--- config.mk ---
export PLATFORM = sky130hd
export DESIGN_NAME = dec_1101_evt_logger
export DESIGN_NICKNAME = d
export VERILOG_FILES = /design/src/rtl/dec_pkg.sv /design/src/rtl/dec_evt_fifo.sv /design/src/rtl/dec_1101_evt_logger.sv
export SDC_FILE = /design/constraint.sdc
export NUM_CORES = 1
export LEC_CHECK = 0
export CELL_PAD_IN_SITES_DETAIL_PLACEMENT = 0
export CELL_PAD_IN_SITES_GLOBAL_PLACEMENT = 1
export CORE_MARGIN = 4
export CORE_UTILIZATION = 35
export DETAILED_ROUTE_END_ITERATION = 8
export GPL_ROUTABILITY_DRIVEN = 0
export PLACE_DENSITY = 0.63
export SLEW_MARGIN = 0
export SYNTH_ARGS = -nofsm -noshare
export SYNTH_HDL_FRONTEND = slang
export SYNTH_SLANG_ARGS = --single-unit
--- constraint.sdc ---
create_clock -name clk -period 2.9 [get_ports clk]
set_input_delay 0.29 -clock clk [delete_from_list [all_inputs] [get_ports clk]]
set_output_delay 0.29 -clock clk [all_outputs]
set_load 0.01 [all_outputs]
--- src/rtl/dec_pkg.sv ---
// rtl/dec_pkg.sv - shared defaults and helpers for the 1101 detector family
//
// Purpose : default widths/depth for the 1101 detector event logger, a helper
//           that sizes FIFO occupancy outputs, and the FIFO operation encoding.
// Ports   : none (package)
package dec_pkg;

  localparam int TS_W_DEF  = 16;
  localparam int DEPTH_DEF = 8;
  localparam int CNT_W_DEF = 16;

  // Occupancy runs 0..depth inclusive, so one bit more than the address.
  function automatic int level_w(input int depth);
    return $clog2(depth) + 1;
  endfunction

  // Encoding is {push, pop} so the two qualified strobes cast directly.
  typedef enum logic [1:0] {
    FIFO_IDLE = 2'b00,
    FIFO_POP  = 2'b01,
    FIFO_PUSH = 2'b10,
    FIFO_BOTH = 2'b11
  } fifo_op_e;

endpackage

--- src/rtl/dec_evt_fifo.sv ---
// rtl/dec_evt_fifo.sv - synchronous show-ahead FIFO for detection timestamps
//
// Purpose : buffers WIDTH-bit entries, DEPTH deep (power of 2, >= 2). The head
//           entry is held in a register so dout is valid whenever empty=0 and
//           keeps its last value after the FIFO drains.
// Ports   : clk   - clock, rising edge
//           rst   - asynchronous active-low reset
//           clr   - synchronous clear, priority over push/pop
//           push  - write din (ignored when full unless popping the same cycle)
//           pop   - remove head entry (ignored when empty)
//           din   - entry to write
//           dout  - head entry
//           full  - DEPTH entries held
//           empty - no entries held
//           level - occupancy 0..DEPTH
module dec_evt_fifo
  import dec_pkg::*;
#(
  parameter int WIDTH = TS_W_DEF,
  parameter int DEPTH = DEPTH_DEF
) (
  input  logic                        clk,
  input  logic                        rst,
  input  logic                        clr,
  input  logic                        push,
  input  logic                        pop,
  input  logic [WIDTH-1:0]            din,
  output logic [WIDTH-1:0]            dout,
  output logic                        full,
  output logic                        empty,
  output logic [level_w(DEPTH)-1:0]   level
);

  localparam int AW = $clog2(DEPTH);
  localparam int PW = AW + 1;
  localparam logic [PW-1:0] PTR_ONE  = PW'(1);
  localparam logic [PW-1:0] PTR_ZERO = '0;

  logic [WIDTH-1:0] mem [DEPTH];
  logic [PW-1:0]    wr_ptr;
  logic [PW-1:0]    rd_ptr;
  logic [PW-1:0]    rd_ptr_nxt;
  logic [PW-1:0]    cnt_after_pop;
  logic [WIDTH-1:0] head_q;
  logic             pop_ok;
  logic             push_ok;
  fifo_op_e         op;

  // Pointers carry one wrap bit beyond the address: equal -> empty,
  // same address with differing wrap bit -> full.
  assign empty = (wr_ptr == rd_ptr);
  assign full  = (wr_ptr[AW-1:0] == rd_ptr[AW-1:0]) && (wr_ptr[AW] != rd_ptr[AW]);
  assign level = wr_ptr - rd_ptr;

  assign pop_ok  = pop & ~empty;
  assign push_ok = push & (~full | pop_ok);
  assign op      = fifo_op_e'({push_ok, pop_ok});

  assign rd_ptr_nxt    = rd_ptr + PTR_ONE;
  assign cnt_after_pop = pop_ok ? (level - PTR_ONE) : level;

  assign dout = head_q;

  // Storage needs no reset: only slots between the pointers are ever read.
  always_ff @(posedge clk) begin
    if (push_ok && !clr) begin
      mem[wr_ptr[AW-1:0]] <= din;
    end
  end

  always_ff @(posedge clk or negedge rst) begin
    if (!rst) begin
      wr_ptr <= PTR_ZERO;
      rd_ptr <= PTR_ZERO;
      head_q <= '0;
    end else if (clr) begin
      wr_ptr <= PTR_ZERO;
      rd_ptr <= PTR_ZERO;
      head_q <= '0;
    end else begin
      case (op)
        FIFO_PUSH: begin
          wr_ptr <= wr_ptr + PTR_ONE;
          // Only an empty FIFO takes its new head straight from din.
          if (empty) begin
            head_q <= din;
          end
        end
        FIFO_POP: begin
          rd_ptr <= rd_ptr_nxt;
          // Draining the last entry leaves head_q holding its old value.
          if (cnt_after_pop != PTR_ZERO) begin
            head_q <= mem[rd_ptr_nxt[AW-1:0]];
          end
        end
        FIFO_BOTH: begin
          wr_ptr <= wr_ptr + PTR_ONE;
          rd_ptr <= rd_ptr_nxt;
          // With a single entry the incoming word becomes the head; when full
          // the write lands in the slot being vacated, never the next head.
          if (cnt_after_pop == PTR_ZERO) begin
            head_q <= din;
          end else begin
            head_q <= mem[rd_ptr_nxt[AW-1:0]];
          end
        end
        FIFO_IDLE: begin
        end
      endcase
    end
  end

endmodule

--- src/rtl/dec_1101_evt_logger.sv ---
// rtl/dec_1101_evt_logger.sv - timestamps and buffers 1101 detector pulses
//
// Purpose : stamps every cycle det_in is high with a free-running cycle
//           counter, queues the stamps for a host on a valid/ready port, keeps
//           a saturating total-detection count and a sticky overflow flag.
// Ports   : clk       - clock, rising edge
//           rst       - asynchronous active-low reset
//           det_in    - detection pulse; each high cycle is one event
//           clr       - synchronous clear of all state, highest priority
//           out_valid - a stamp is available on out_data
//           out_ready - host takes out_data this cycle
//           out_data  - timestamp of the oldest buffered detection
//           level     - FIFO occupancy 0..DEPTH
//           evt_count - detections since reset/clr, saturating
//           overflow  - sticky: a detection was dropped on a full FIFO
module dec_1101_evt_logger
  import dec_pkg::*;
#(
  parameter int TS_W  = TS_W_DEF,
  parameter int DEPTH = DEPTH_DEF,
  parameter int CNT_W = CNT_W_DEF
) (
  input  logic                        clk,
  input  logic                        rst,
  input  logic                        det_in,
  input  logic                        clr,
  output logic                        out_valid,
  input  logic                        out_ready,
  output logic [TS_W-1:0]             out_data,
  output logic [level_w(DEPTH)-1:0]   level,
  output logic [CNT_W-1:0]            evt_count,
  output logic                        overflow
);

  localparam logic [TS_W-1:0]  TS_ONE  = TS_W'(1);
  localparam logic [CNT_W-1:0] CNT_ONE = CNT_W'(1);
  localparam logic [CNT_W-1:0] CNT_MAX = '1;

  logic [TS_W-1:0] ts;
  logic            fifo_full;
  logic            fifo_empty;
  logic            fifo_pop;
  logic            can_push;
  logic            push;
  logic            drop;

  assign out_valid = ~fifo_empty;
  assign fifo_pop  = out_valid & out_ready;

  // A pop in the same cycle frees the slot, so a full FIFO still accepts.
  assign can_push = ~fifo_full | fifo_pop;
  assign push     = det_in & can_push;
  assign drop     = det_in & ~can_push;

  // The stamp pushed at an edge is the counter value before that edge's
  // increment, i.e. the value visible during the cycle det_in was high.
  always_ff @(posedge clk or negedge rst) begin
    if (!rst) begin
      ts <= '0;
    end else if (clr) begin
      ts <= '0;
    end else begin
      ts <= ts + TS_ONE;
    end
  end

  always_ff @(posedge clk or negedge rst) begin
    if (!rst) begin
      evt_count <= '0;
      overflow  <= 1'b0;
    end else if (clr) begin
      evt_count <= '0;
      overflow  <= 1'b0;
    end else begin
      // Dropped events still count as detections.
      if (det_in && (evt_count != CNT_MAX)) begin
        evt_count <= evt_count + CNT_ONE;
      end
      if (drop) begin
        overflow <= 1'b1;
      end
    end
  end

  dec_evt_fifo #(
    .WIDTH (TS_W),
    .DEPTH (DEPTH)
  ) u_fifo (
    .clk   (clk),
    .rst   (rst),
    .clr   (clr),
    .push  (push),
    .pop   (fifo_pop),
    .din   (ts),
    .dout  (out_data),
    .full  (fifo_full),
    .empty (fifo_empty),
    .level (level)
  );

endmodule
# Yosys cells after proc, flatten, opt, wreduce, memory -nomap -nowiden
# Memories as Yosys holds them, arrays and structs flattened.
# Cells that the tools add are included.
[word_totals]
inputBits = 5
out_inout_bits = 38
word_cells = 63
register_bits = 57
mem_bits_rw = 128
memories = 1
[mem_list]
columns = ["memory", "depth", "width", "rd", "rd_clocked_by_memory_dff", "write_ports", "line", "rtl"]
rows = [
  ["u_fifo.mem", 8, 16, 1, 0, 1, "dec_evt_fifo.sv:39", "logic [WIDTH-1:0] mem [DEPTH];"],
]
[classes]
bitwise = 10
n_addsub = 6
mux = 17
n_reduce_logical = 14
n_eq_ne = 9
[ops]
columns = ["operator", "n"]
rows = [
  ["16-bit 2-to-1 mux", 7],
  ["16-bit one-hot mux with 3 select lines", 1],
  ["16-bit by 1-bit adder with 16-bit output (second input constant)", 2],
  ["4-bit 2-to-1 mux", 5],
  ["16-bit inequality test (second input constant)", 1],
  ["4-bit by 1-bit adder with 4-bit output (second input constant)", 2],
  ["2-bit nonzero test", 4],
  ["4-bit nonzero test", 2],
  ["3-bit by 2-bit inequality test with 1-bit output (second input constant)", 2],
  ["1-bit bitwise AND", 5],
  ["2-bit == test (second input constant)", 2],
  ["4-bit == test", 1],
  ["4-bit logical NOT", 1],
  ["1-bit 2-to-1 mux", 4],
  ["2-bit OR reduction", 2],
  ["4-bit by 1-bit subtractor with 4-bit output (second input constant)", 1],
  ["4-bit subtractor", 1],
  ["3-bit == test", 1],
  ["1-bit logical AND", 3],
  ["1-bit NOT", 3],
  ["3-bit AND reduction", 1],
  ["2-bit by 1-bit == test with 1-bit output (second input constant)", 1],
  ["1-bit bitwise OR", 2],
  ["1-bit logical NOT", 1],
  ["1-bit inequality test", 1],
]

# Logic depth before layout (Yosys ltp)
[logic_depth]
ltp_word = 10
depth_mapped = 15
ltp_nobuf = 13

# Hierarchy
# From an unflattened synthesis, not the netlist that was laid out.
[hier_totals]
hier_cells = 547
area_unflattened_um2 = 8122.8
[by_module_without_submodules]
columns = ["mod", "area_each_um2", "cells_each", "seq_area_each_um2", "instances"]
rows = [
  ["dec_evt_fifo", 6358.6, 356, 4444.3, 1],
  ["dec_1101_evt_logger", 1764.2, 191, 825.8, 1],
]

# Worst setup path before layout
# No wires, ideal clock.
[synth_timing]
path_kind = "reg-to-reg"
startpoint = "register u_fifo.wr_ptr[0]"
endpoint = "register u_fifo.head_q[11] (netlist: u_fifo.dout[11])"
setup_ns = 0.075
path_stages_with_launch = 15
path_slack_ns = -0.368
synth_period_minus_slack_ns = 3.268
arrival_time_ns = 3.193
required_ns = 2.825
n_path_buf = 2
path_cell_list = "dfrtp_1 > inv_1 > ha_1 > inv_1 > or3_1 > and2_1 > ha_1 > or2_2 > buf_2 > nand2b_1 > clkbuf_1 > o22ai_1 > a211oi_1 > a21oi_1 > o2bb2ai_2"
[synth_between]
elab_cells_between_ends = 26
cone_classes = "2 x add/sub; 7 x eq/ne; 4 x mux; 8 x bitwise; 5 x reduce/logical"
[synth_rtl]
columns = ["item", "line", "rtl"]
rows = [
  ["start: declaration", "dec_evt_fifo.sv:40", "logic [PW-1:0] wr_ptr;"],
  ["start signal: assignment", "dec_evt_fifo.sv:83", "wr_ptr <= wr_ptr + PTR_ONE;"],
  ["start signal: assignment", "dec_evt_fifo.sv:97", "wr_ptr <= wr_ptr + PTR_ONE;"],
  ["4-bit subtractor *", "dec_evt_fifo.sv:53", "assign level = wr_ptr - rd_ptr;"],
  ["via level[0]", "dec_1101_evt_logger.sv:30", "output logic [level_w(DEPTH)-1:0] level,"],
  ["4-bit by 1-bit subtractor with 4-bit output", "dec_evt_fifo.sv:60", "assign cnt_after_pop = pop_ok ? (level - PTR_ONE) : level;"],
  ["4-bit 2-to-1 mux *", "dec_evt_fifo.sv:60", ""],
  ["4-bit logical NOT", "dec_evt_fifo.sv:101", "if (cnt_after_pop == PTR_ZERO) begin"],
  ["16-bit 2-to-1 mux", "dec_evt_fifo.sv:101", ""],
  ["16-bit one-hot mux with 3 select lines", "dec_evt_fifo.sv:81", "case (op)"],
  ["16-bit 2-to-1 mux", "dec_evt_fifo.sv:76", "end else if (clr) begin"],
  ["end signal: assignment", "dec_evt_fifo.sv:86", "head_q <= din;"],
  ["end signal: assignment", "dec_evt_fifo.sv:102", "head_q <= din;"],
  ["end signal: assignment", "dec_evt_fifo.sv:104", "head_q <= mem[rd_ptr_nxt[AW-1:0]];"],
  ["end: declaration", "dec_evt_fifo.sv:44", "logic [WIDTH-1:0] head_q;"],
]
# Mark *: on every way through the listed nets, which the timed path passes. The rest lies on a longest branch.
# A chain may end at the register's enable or synchronous reset.

# Worst setup path after layout
[layout_timing]
startpoint = "register u_fifo.rd_ptr[0]"
endpoint = "register u_fifo.head_q[8] (netlist: u_fifo.dout[8])"
[layout_between]
elab_chain_len = 9
elab_cells_between_ends = 29
cone_classes = "3 x add/sub; 7 x eq/ne; 5 x mux; 8 x bitwise; 5 x reduce/logical; 1 x memory"
[layout_rtl]
columns = ["item", "line", "rtl"]
rows = [
  ["start: declaration", "dec_evt_fifo.sv:41", "logic [PW-1:0] rd_ptr;"],
  ["start signal: assignment", "dec_evt_fifo.sv:90", "rd_ptr <= rd_ptr_nxt;"],
  ["start signal: assignment", "dec_evt_fifo.sv:98", "rd_ptr <= rd_ptr_nxt;"],
  ["branches (longest 9 deep; another with 4-bit subtractor)", "n/a", ""],
  ["end signal: assignment", "dec_evt_fifo.sv:86", ""],
  ["end signal: assignment", "dec_evt_fifo.sv:93", "head_q <= mem[rd_ptr_nxt[AW-1:0]];"],
  ["end signal: assignment", "dec_evt_fifo.sv:102", ""],
]
# Parallel ways; which one is timed is not known. The select of a mux whose other input is x is not followed.

==> implementation parameters <==
Parameter                              Value

Outcome
  Result of the run    finished clean

Clock tree
  Clock tree sinks    185
  Source-to-sink clock delay at the later pin of the worst-skew pair    about 0.43 ns
  Largest buffer count on any clock path    2
  Clk slew on worst S/H paths    approximately 0.07 ns
  Clock H-tree levels    4
  TritonCTS clock tree    yes
  Root buffer cell    clkbuf_16
  CTS buffer count    17

Detailed routing
  Wire length per cell after detailed routing    about 21 um
  Pre-antenna DRT Iters    4
  Via count normalized by instance count    around 5.3
  Remaining number of nets flagged by the antenna check after routing    0
  Via total after detailed routing    4871
  Starting DRC count in detailed routing    295
  Routed WL    around 19000 um
  DRC violation count after routing    0

Setup path
  Critical path class    reg -> reg
  Slowest library cell on the worst path    dfrtp_2
  Required time at the worst-slack endpoint    approximately 3.3 ns
  Setup crit start kind    register
  Largest incremental delay on the critical path    0.43 ns
  Sequence of cells on the critical path    ha_4 > inv_4 > nor4b_4 > nand2b_4 > inv_4 > ha_4 > nor2b_4 > a2111oi_4 > o211ai_1 > buf_4 > buf_12 > o21ai_1 > a21oi_2 > o2bb2ai_2
  Largest delay share family, worst path    compound AO/OA/AOI/OAI gates
  Worst-path fanout max    7
  Crit end category    register
  Sum of buffers and inverters on the critical path    4
  Data arrival time of the critical path    3.23 ns

Floorplan
  Placement row count    55
  Die height    160 um
  Die area    25600 sq um
  Starting utilization of the core area    between 30 and 40%
  Horizontal die dimension    approximately 160 um
  Floorplan Core Area    22700 sq um
  Number of I/O pins    between 40 and 50

Power
  Clock Power Share    roughly a quarter
  Leakage power of the design    ~0.0037 uW
  Switching Fraction    a little over a third
  Internal portion of total power    about 6100 uW
  Net switching power figure    3360 uW
  Worst voltage drop across the vdd grid    slightly above 0.0005 V
  Combinational group share of total power    a little over two fifths
  Power share of the sequential group    between 30 and 40%
  Overall power    approximately 9400 uW
  Total power density per cell area    between 900 and 1000 nW/um^2

Timing
  Unrepaired setup endpoints after global routing    yes
  Worst slew margin relative to its limit    45.9%
  FMAX    0.349 GHz
  Final worst-path cycle share    between 90% and 100%
  Transition time of the tightest slew-check pin    0.811 ns
  Post-route clock skew    0.0116 ns
  Final hold slack    between 0.1 and 0.15 ns
  Final Hold Violating Endpoints    0
  Final Max Tran Viols    0
  Final setup margin    between 0.03 and 0.04 ns
  Setup-violating endpoint count in the final report    0
  Shortest clock period the worst path allows after layout    between 2 and 3 ns

Finish
  Util after Layout    between 40 and 50%
  Area added between synthesis and finish    28.1%
  Count of inserted antenna diode cells    0
  Final net count    roughly 640
  Fraction of layout cells with a size suffix above 1    33.8%

Place
  Post-Place Setup Slack    -0.119 ns
  Total half-perimeter wirelength after legalization and detailed placement    11600 um
  Number of buffer cells added on primary ports    42

Yosys
  Sequential-to-total area share from yosys stat    between 60% and 70%
  Area of the mapped netlist    around 8100 sq um
  Cell with the most instances after synthesis    edfxtp_1
  Syn_nets    approximately 540
  Ranking of synthesized cells by area    edfxtp_1 (47%), dfrtp_1 (18%), mux4_2 (8.9%)
  List of most frequent post-synthesis cells    edfxtp_1 (128), dfrtp_1 (57), nor2_1 (48)
  Mapped Cells    525
  Number of warnings printed during yosys synthesis    0
  Count of flip-flops with a built-in enable after synthesis    about 130
  Total of flip-flops plus latches after synthesis    185
  Area fraction of the dominant cell type after synthesis    about 47%
  Most used flip-flop cell after synthesis    edfxtp_1
  Asr flop ratio synth    a little under a third
  Cell accounting for the most synthesized area    edfxtp_1
  Unique masters post-synth    56
  Synth Area per Inst    approximately 15 sq um

Hold path
  Path type of the worst min-delay path    in -> reg

GRT
  Total routing resource utilization after global routing    between 10% and 20%
  Initial antenna violation count    0
  Grt ovf    0
  Global-route wire length before repair    around 30000 um
  Via count of the first global-routing pass    about 5300
  Pin count of the biggest net entering global routing    39

Job
  Maxcap violations    0
## registers in the layout (all words and copies together) (netlist names)
register,cells
evt_count,16
overflow,1
ts,16
u_fifo.dout,16
u_fifo.mem,128
u_fifo.rd_ptr,4
u_fifo.wr_ptr,4
## per-layer routing
metal / GRT usage [%] / share of wire [%] / vias to the layer above
met5: 0 / 0 / -
met4: 5.01 / 1.1 / 0
met3: 3.07 / 3.9 / 15
met2: 25.8 / 51 / 98
met1: 20.4 / 44 / 2531
li1: - / - / 2227
## path summary, 6_finish.rpt
path / end / cells after the start / from / slack, ns
min in group asynchronous: evt_count[7]$_DFFE_PN0P_ / 2 / rst / 0.49
worst max register to register: u_fifo.dout[8]$_DFFE_PN0P_ / 14 / u_fifo.rd_ptr[0]$_DFFE_PN0P_ / 0.03
worst max-delay path: u_fifo.dout[8]$_DFFE_PN0P_ / 14 / u_fifo.rd_ptr[0]$_DFFE_PN0P_ / 0.03
worst min register to register: overflow$_DFFE_PN0P_ / 2 / overflow$_DFFE_PN0P_ / 0.51
max in group asynchronous: u_fifo.rd_ptr[0]$_DFFE_PN0P_ / 3 / rst / 1.76
worst min-delay path: ts[2]$_DFF_PN0_ / 2 / clr / 0.15
## placed cells by master (no fill, tap or decap), types with 10 or more instances in the layout
master / instances
edfxtp_1: 128
dfrtp_1: 55
buf_4: 49
nor2_1: 47
clkdlybuf4s50_1: 40
mux4_2: 32
xor2_1: 27
clkbuf_16: 19
nand2_1: 16
buf_12: 11
a21oi_1: 10
nand3_1: 10
o2bb2ai_2: 10
## cell families (layout without fill, tap and decap cells)
family | count (synthesis) | in the layout | share of synthesized area, %
buf+inv | 40 | 151 | 2.46
compound gates | 95 | 95 | 9.44
flops | 185 | 185 | 65.1
mux | 36 | 36 | 9.40
xor+xnor | 38 | 38 | 4.30
simple gates | 119 | 120 | 7.36
fa+ha+maj | 12 | 12 | 1.95
## power by group through the flow
stage	Sequential, uW	Clock, uW	Combinational [uW]
6_report	3020	2330	4080
5_1_grt	3030	2500	4380
4_1_cts	3020	2380	3690
3_5_place_dp	3080	0	3400
3_3_place_gp	3070	0	3330
2_1_floorplan	3080	0	2120
## area by class of cell
cell class,instances,area (sq um)
Fill cell,2005,12300
Sequential cell,185,5270
Multi-Input combinational cell,301,3010
Timing Repair Buffer,106,1070
Clock buffer,18,429
Tap cell,285,357
Clock inverter,14,174
Inverter,13,56.3
## worst reg2reg max path, delay by kind of cell (launching register included)
family | cells | cell delay [ns]
compound gates | 5 | 0.94
simple gates | 3 | 0.58
fa+ha+maj | 2 | 0.44
flops | 1 | 0.43
buf+inv | 4 | 0.41
## per-stage QoR
| stage | setup TNS, ns | instances | cell area, sq um |
|---|---|---|---|
| floorplan | 0 | 525 | 8190 |
| global placement | 0 | 872 | 9290 |
| detailed placement | -1.23 | 872 | 9290 |
| CTS | -0.0744 | 914 | 10100 |
| global route | -2.04 | 922 | 10400 |
| finish | 0 | 922 | 10400 |
## repair_timing
item	4_1_cts	5_1_grt
gates resized for setup	35	48
setup buffers	8	7
hold buffers	1	0
endpoints found under the setup margin	16	16
endpoints found under the hold margin	29	0
cloned	1	2
pin swaps	20	23
Power figures use the tool's default switching activity.
